<file path="config.mk">
export PLATFORM = sky130hd
export DESIGN_NAME = audio_frame_buffer
export DESIGN_NICKNAME = d
export VERILOG_FILES = /design/src/rtl/audio_frame_buffer.sv
export SDC_FILE = /design/constraint.sdc
export NUM_CORES = 2
export LEC_CHECK = 0
export BUFFER_PORTS_ARGS = -buffer_cell sky130_fd_sc_hd__buf_2
export CORE_UTILIZATION = 36
export DETAILED_ROUTE_END_ITERATION = 10
export GPL_TIMING_DRIVEN = 0
export PLACE_DENSITY = 0.57
export SLEW_MARGIN = 10
export SYNTH_ARGS = -nofsm -noshare
export SYNTH_HDL_FRONTEND = slang
export SYNTH_SLANG_ARGS = --single-unit
</file>
<file path="constraint.sdc">
create_clock -name i_clk -period 3.44 [get_ports i_clk]
set_clock_uncertainty 0.05 [all_clocks]
set_input_delay 0 -clock i_clk [delete_from_list [all_inputs] [get_ports i_clk]]
set_output_delay 0 -clock i_clk [all_outputs]
set_load 0.01 [all_outputs]
</file>
<file path="src/rtl/audio_frame_buffer.sv">
// Ping-pong frame buffer between the ADC capture stage and the spectrum stage.
// Samples are gathered into FRAME_LEN-long frames and streamed out over valid/ready.
//
// state    | meaning
// ---------+---------------------------------------------------------------
// W_FILL   | write side storing strobes into its bank
// W_FULL   | write bank complete, waiting for the read side; strobes dropped
// R_IDLE   | read side has no frame, o_valid low
// R_STREAM | read side presenting its bank, one beat per accepted handshake
module audio_frame_buffer #(
   parameter int FRAME_LEN = 64
) (
   input  logic        i_clk,
   input  logic        i_rst_n,
   input  logic        i_enable,
   input  logic [15:0] i_sample,
   input  logic        i_sample_valid,
   output logic [15:0] o_data,
   output logic        o_valid,
   input  logic        i_ready,
   output logic        o_last,
   output logic        o_overflow,
   output logic [15:0] o_drop_cnt,
   output logic [15:0] o_frame_cnt
);

   localparam int PTR_W = $clog2(FRAME_LEN);
   localparam logic [PTR_W-1:0] LAST_IDX = PTR_W'(FRAME_LEN - 1);

   typedef enum logic {W_FILL, W_FULL} w_state_t;
   typedef enum logic {R_IDLE, R_STREAM} r_state_t;

   logic [15:0]      r_mem [0:2*FRAME_LEN-1];
   w_state_t         r_wstate, w_wstate_nxt;
   r_state_t         r_rstate, w_rstate_nxt;
   logic [PTR_W-1:0] r_wptr, w_wptr_nxt;
   logic [PTR_W-1:0] r_rptr, w_rptr_nxt;
   logic             r_wbank, w_wbank_nxt;
   logic             r_overflow;
   logic [15:0]      r_drop_cnt;
   logic [15:0]      r_frame_cnt;

   logic w_strobe, w_stream, w_last, w_beat, w_beat_last, w_read_free;
   logic w_store, w_frame_done, w_handoff, w_drop;

   assign w_strobe     = i_enable & i_sample_valid;
   assign w_stream     = (r_rstate == R_STREAM);
   assign w_last       = w_stream && (r_rptr == LAST_IDX);
   assign w_beat       = w_stream && i_ready;
   assign w_beat_last  = w_beat && w_last;
   // Read bank is free now, or frees up this cycle as its last beat leaves.
   assign w_read_free  = (r_rstate == R_IDLE) || w_beat_last;
   assign w_store      = (r_wstate == W_FILL) && w_strobe;
   assign w_frame_done = w_store && (r_wptr == LAST_IDX);
   assign w_handoff    = (w_frame_done || (r_wstate == W_FULL)) && w_read_free;
   assign w_drop       = (r_wstate == W_FULL) && w_strobe;

   always_comb begin
      w_wstate_nxt = r_wstate;
      w_wptr_nxt   = r_wptr;
      w_wbank_nxt  = r_wbank;
      w_rstate_nxt = r_rstate;
      w_rptr_nxt   = r_rptr;

      case (r_wstate)
         W_FILL: begin
            if (!i_enable) begin
               w_wptr_nxt = '0;
            end else if (w_store) begin
               if (w_frame_done) begin
                  w_wptr_nxt = '0;
                  if (!w_handoff) w_wstate_nxt = W_FULL;
               end else begin
                  w_wptr_nxt = r_wptr + 1'b1;
               end
            end
         end
         W_FULL: begin
            if (w_read_free) w_wstate_nxt = W_FILL;
         end
         default: w_wstate_nxt = W_FILL;
      endcase

      if (w_handoff) w_wbank_nxt = ~r_wbank;

      case (r_rstate)
         R_IDLE: begin
            if (w_handoff) begin
               w_rstate_nxt = R_STREAM;
               w_rptr_nxt   = '0;
            end
         end
         R_STREAM: begin
            if (w_beat) begin
               if (w_last) begin
                  w_rptr_nxt = '0;
                  if (!w_handoff) w_rstate_nxt = R_IDLE;
               end else begin
                  w_rptr_nxt = r_rptr + 1'b1;
               end
            end
         end
         default: w_rstate_nxt = R_IDLE;
      endcase
   end

   always_ff @(posedge i_clk) begin
      if (!i_rst_n) begin
         r_wstate    <= W_FILL;
         r_rstate    <= R_IDLE;
         r_wptr      <= '0;
         r_rptr      <= '0;
         r_wbank     <= 1'b0;
         r_overflow  <= 1'b0;
         r_drop_cnt  <= '0;
         r_frame_cnt <= '0;
      end else begin
         r_wstate <= w_wstate_nxt;
         r_rstate <= w_rstate_nxt;
         r_wptr   <= w_wptr_nxt;
         r_rptr   <= w_rptr_nxt;
         r_wbank  <= w_wbank_nxt;
         if (w_drop) begin
            r_overflow <= 1'b1;
            if (r_drop_cnt != 16'hFFFF) r_drop_cnt <= r_drop_cnt + 16'd1;
         end
         if (w_handoff) r_frame_cnt <= r_frame_cnt + 16'd1;
      end
   end

   // Bank storage carries no reset; contents are only read after being written.
   always_ff @(posedge i_clk) begin
      if (w_store) r_mem[{r_wbank, r_wptr}] <= i_sample;
   end

   assign o_valid     = w_stream;
   assign o_last      = w_last;
   assign o_data      = w_stream ? r_mem[{~r_wbank, r_rptr}] : 16'h0000;
   assign o_overflow  = r_overflow;
   assign o_drop_cnt  = r_drop_cnt;
   assign o_frame_cnt = r_frame_cnt;

endmodule

</file>
# After elaboration in Yosys (flattened, before gate mapping)
# Memories as Yosys holds them, arrays and structs flattened.
# Cells that the tools add are included.
# totals
reg_bits,48
latch_bits,0
ramBits,2048
rom_bits,0
input_bits,21
out_inout_bits,51
mem_count,1
# op_classes
addsub,4
mul,0
n_div,0
magnitude_cmp,0
eq_ne,6
shift,0
muxes,20
bitwise_logic,4
n_reduce_logical,12
# mem_list
name,words,width,read_ports,rd_ports_with_merged_regs,write_ports,line_no,text
r_mem,128,16,1,0,1,33,logic [15:0] r_mem [0:2*FRAME_LEN-1];
# ops
operator,count
$mux W6,6
$add A16 B1 Y16 const B,2
$mux W16,1
$ne A16 B16 Y1 const B,1
$add A6 B1 Y6 const B,2
$eq A6 B6 Y1 const B,2
$pmux W6 S2,1
$mux W1,10
$logic_and A1 B1 Y1,7
$reduce_and A2 Y1,3
$ne A2 B1 Y1 const B,2
$pmux W1 S2,2
$not A1 Y1,3
$logic_or A1 B1 Y1,2
$ne A2 B2 Y1 const B,1
$and A1 B1 Y1,1

# Depth between registers and ports, before layout
# depth
ltp_word,10
mapped_depth,12
mapped_depth_nobuf,7

# Worst setup path after synthesis
# OpenSTA, ideal clock, no wires.
# synth_path
path_kind,reg2reg
startpoint,register r_wstate
endpoint,"memory r_mem[80][0], enable pin"
setup_time_ns,0.430
arrival_ns,2.702
t_required_ns,2.960
setup_slack_ns,0.258
path_stages_with_launch,5
path_cell_list,dfxtp_1 -> and3b_1 -> clkbuf_1 -> nand3_1 -> nor4_1
# synth_via
elab_chain_cells,4
# synth_lines
element,line_no,text
from (decl),34,"w_state_t r_wstate, w_wstate_nxt;"
from (signal assigned),118,r_wstate <= w_wstate_nxt;
$not A1 Y1 (no source line),-,
$logic_and A1 B1 Y1,53,assign w_store = (r_wstate == W_FILL) && w_strobe;
$mux W1,133,"if (w_store) r_mem[{r_wbank, r_wptr}] <= i_sample;"
$mux W1 (not written as such),133,
to (decl),33,
# No other way between the ends.

# Worst setup path in the final report
# layout_path
startpoint,register r_rptr[3]
endpoint,output o_data[11]
# layout_via
elab_chain_cells,2
# layout_lines
element,line_no,text
from (decl),37,"logic [PTR_W-1:0] r_rptr, w_rptr_nxt;"
from (signal assigned),121,r_rptr <= w_rptr_nxt;
$mem_v2 Z128 W16,-,
$mux W16,138,"assign o_data = w_stream ? r_mem[{~r_wbank, r_rptr}] : 16'h0000;"
to (decl),18,"output logic [15:0] o_data,"
# No other way between the ends.

==> qor.csv <==
stage,metric,value,unit
status,status,"complete, but fails checks",
status,violations,"DRC, setup timing",
logic_synthesis,synth.largest_area_cell,edfxtp_1,
sta,setup_viol,162,
power_and_ir_drop,power.density,505,nW/um^2
cts,insertion_delay,880,ps
worst_setup_path,cp-start-kind,flip-flop,
drt,ant_nets,0,
placement,dp_slack,-2070,ps
sta,slew_headroom,13.8,%
min_path,hold_class,in2reg,
grt,grt_pass1_wl,429,mm
logic_synthesis,synth-main-ff-cell,edfxtp_1,
cts,path_clk_slew,60,ps
worst_setup_path,reg2reg_depth,5,
placement,place_congestion,1.01,
worst_setup_path,regToRegStartpoint,r_wptr[5],
drt,drt_iter0_markers,8097,
sta,whs,79.3,ps
grt,antenna_found_initial,31,
logic_synthesis,synth.distinct_cells,81,
worst_setup_path,crit_type,reg2out,
grt,grt_pass1_vias,44700,
cts,tritoncts,built,
floorplanning,die_y,478,um
logic_synthesis,synth-edff-count,2048,
logic_synthesis,syn_avg_cell_area,20.6,sq um
worst_setup_path,crit_start,r_rptr[3],
floorplanning,floorplan.initialDensity,36.3,%
placement,dp_hpwl,215,mm
logic_synthesis,async_flop_share,0,%
job,maxCapViolations,0,
sta,period_needed,4230,ps
layout,nFillCells,19000,
drt,drt_wl_total,332,mm
placement,io_buffers,71,
power_and_ir_drop,p_leak,0.0311,uW
logic_synthesis,synthDominantCellAreaShare,75.3,%
floorplanning,die_area,229000,sq um
power_and_ir_drop,vdd_drop_max,0.000515,V
sta,setup_tns,-17120,ps
grt,grt_overflow,0,
floorplanning,num_rows,174,
logic_synthesis,ys_top_cells_by_area,"edfxtp_1, mux4_2, mux2i_1",
sta,rsz0062_at_grt,yes,
worst_setup_path,critPathRequiredTime,3390,ps
cts,clock_path_buffers,3,
sta,worstMarginPinSlew,1290,ps
drt,wl_per_cell,42.6,um
floorplanning,num_io_pins,72,
layout,nets,4643,
logic_synthesis,ys_seq_elements,2096,
drt,drc_errors,16,
cts,cts_made_buffers,214,
sta,period_share,123,%
worst_setup_path,cp-end-kind,output port,
sta,finalHoldViolCount,0,
drt,via_count,48400,
drt,drt-pass1-iter-count,11,
logic_synthesis,ys_warn_count,0,
worst_setup_path,r2r-end,r_mem[32][9],
grt,grt_use_total,28.5,%
floorplanning,die_w,478,um
layout,drive_gt1_share,35.9,%
cts,htreeDepth,4,
sta,max_freq,236,MHz
worst_setup_path,arrival,4180,ps
logic_synthesis,synth_area,81600,sq um
logic_synthesis,syn_nets,3979,
logic_synthesis,ys_seq_area_share,76.5,%
sta,drv_slew,0,
cts,root_buffer,clkbuf_16,
sta,layout_setup_ws,-792,ps
worst_setup_path,worstSetupEndpoint,o_data[11],
worst_setup_path,reg2reg_slack,-150,ps
cts,cts_sinks,2096,
worst_setup_path,worst-path-max-fanout,10,
logic_synthesis,synth_cells,3954,
floorplanning,coreArea,225000,sq um
drt,viasPerCell,6.21,
grt,grt_max_degree,109,
layout,area_growth,24.4,%
## cell usage after synthesis, drive strengths merged (12+ instances only)
library cell,instances
a221oi,24
dfxtp,48
nor2b,27
nor2,198
nor3,26
a21oi,76
o21ai,47
xor2,12
edfxtp,2048
o22ai,26
and3,13
clkbuf,61
inv,13
nand4,18
nor4,18
mux4,431
and2,13
a31oi,27
a22o,13
nand3,52
nand2,97
a22oi,101
mux2i,199
o211ai,13
a211oi,21
buf,165
nand2b,22
mux2,13
## per-layer routing
| layer | share of wire, % | GRT usage (%) |
|---|---|---|
| met2 | 43 | 41.2 |
| met1 | 37 | 37.2 |
| met5 | 0.031 | 0 |
| met3 | 13 | 8.95 |
| met4 | 7.5 | 18.5 |
## worst min path at each step
stage,startpoint,end,slack [ps],cells after the start
5_1_grt,i_sample[13],r_mem[39][13],90,2
2_1_floorplan,i_sample[0],r_mem[0][0],50,0
3_3_place_gp,i_ready,r_rptr[3],310,3
4_1_cts,i_rst_n,r_wptr[5],20,4
6_report,i_sample[6],r_mem[48][6],80,2
3_5_place_dp,i_ready,r_rptr[3],310,3
## state kept, by name, summed over array words and instances (netlist names)
name,count
r_wstate,1
o_drop_cnt,16
r_mem,2048
r_wptr,6
o_overflow,1
r_rptr,6
o_valid,1
o_frame_cnt,16
r_wbank,1
## placed cells by master (no fill, tap or decap), drive strengths merged, types with 22 or more instances in the layout
| master | Yosys | layout |
|---|---|---|
| dfxtp | 48 | 48 |
| nand2b | 22 | 22 |
| a21oi | 76 | 76 |
| nor2b | 27 | 27 |
| a31oi | 27 | 27 |
| mux4 | 431 | 431 |
| edfxtp | 2048 | 2048 |
| dlygate4sd3 | 0 | 25 |
| o22ai | 26 | 26 |
| clkinv | 0 | 84 |
| clkbuf | 61 | 323 |
| a221oi | 24 | 24 |
| buf | 165 | 590 |
| a22oi | 101 | 101 |
| mux2i | 199 | 199 |
| nor2 | 198 | 198 |
| nand2 | 97 | 97 |
| nor3 | 26 | 26 |
| nand3 | 52 | 52 |
| o21ai | 47 | 47 |
## worst max-delay path: stages (launching register included)
cell	delay [ps]
dfxtp_1	300
buf_2	310
buf_6	240
buf_6	330
nand2b_2	490
o2111ai_1	210
o21ai_1	430
o21ai_4	170
a221oi_4	560
buf_2	230
## cell families (layout without fill, tap and decap cells)
logic type	count (synthesis)	in the layout	synth area share [%]
AO/OA/AOI/OAI	418	418	3.59
XOR/XNOR	23	23	0.247
adder cells (fa/ha/maj)	4	4	0.0613
buffers and inverters	240	1066	1.92
flip-flops	2096	2096	76.5
multiplexers	643	643	14.5
other	0	16	0
AND/OR/NAND/NOR	530	530	3.12
## timing repair
item	4_1_cts	5_1_grt
pin swaps	61	50
gates cloned	2	3
endpoints found under the setup margin	885	216
hold buffers	25	0
resized for setup	699	119
hold endpoints to repair	2088	0
buffers inserted	138	90
## final cells by class
type,instances,area (sq um),area share (%)
flip-flops and latches,2096,62500,61.5
multi-input cells,1618,19900,19.6
clock buffers,267,5550,5.47
repair buffers,457,5520,5.44
well taps,2992,3740,3.69
plain buffers,218,3230,3.18
clock inverters,111,1050,1.03
inverters,13,57.6,0.0567
diodes,16,40.0,0.0394
## power by group
group	switching, uW	internal, uW	total, uW	leakage [uW]
Sequential	3.00	28000	28000	0.0188
Clock	10100	12400	22500	0.00321
Combinational	586	118	704	0.00907
## per-stage QoR
stage / area [sq um] / util (%) / power, uW / cells
after global routing: 101000 / 45.1 / 52100 / 7775
final: 102000 / 45.1 / 51200 / 7788
after CTS: 100000 / 44.5 / 51200 / 7683
after global placement: 85700 / 38.1 / 29100 / 7017
after floorplan: 81600 / - / 28600 / 3954
after detailed placement: 88600 / 39.4 / 29200 / 7146
Note: power is estimated with default switching activity, not from simulation.
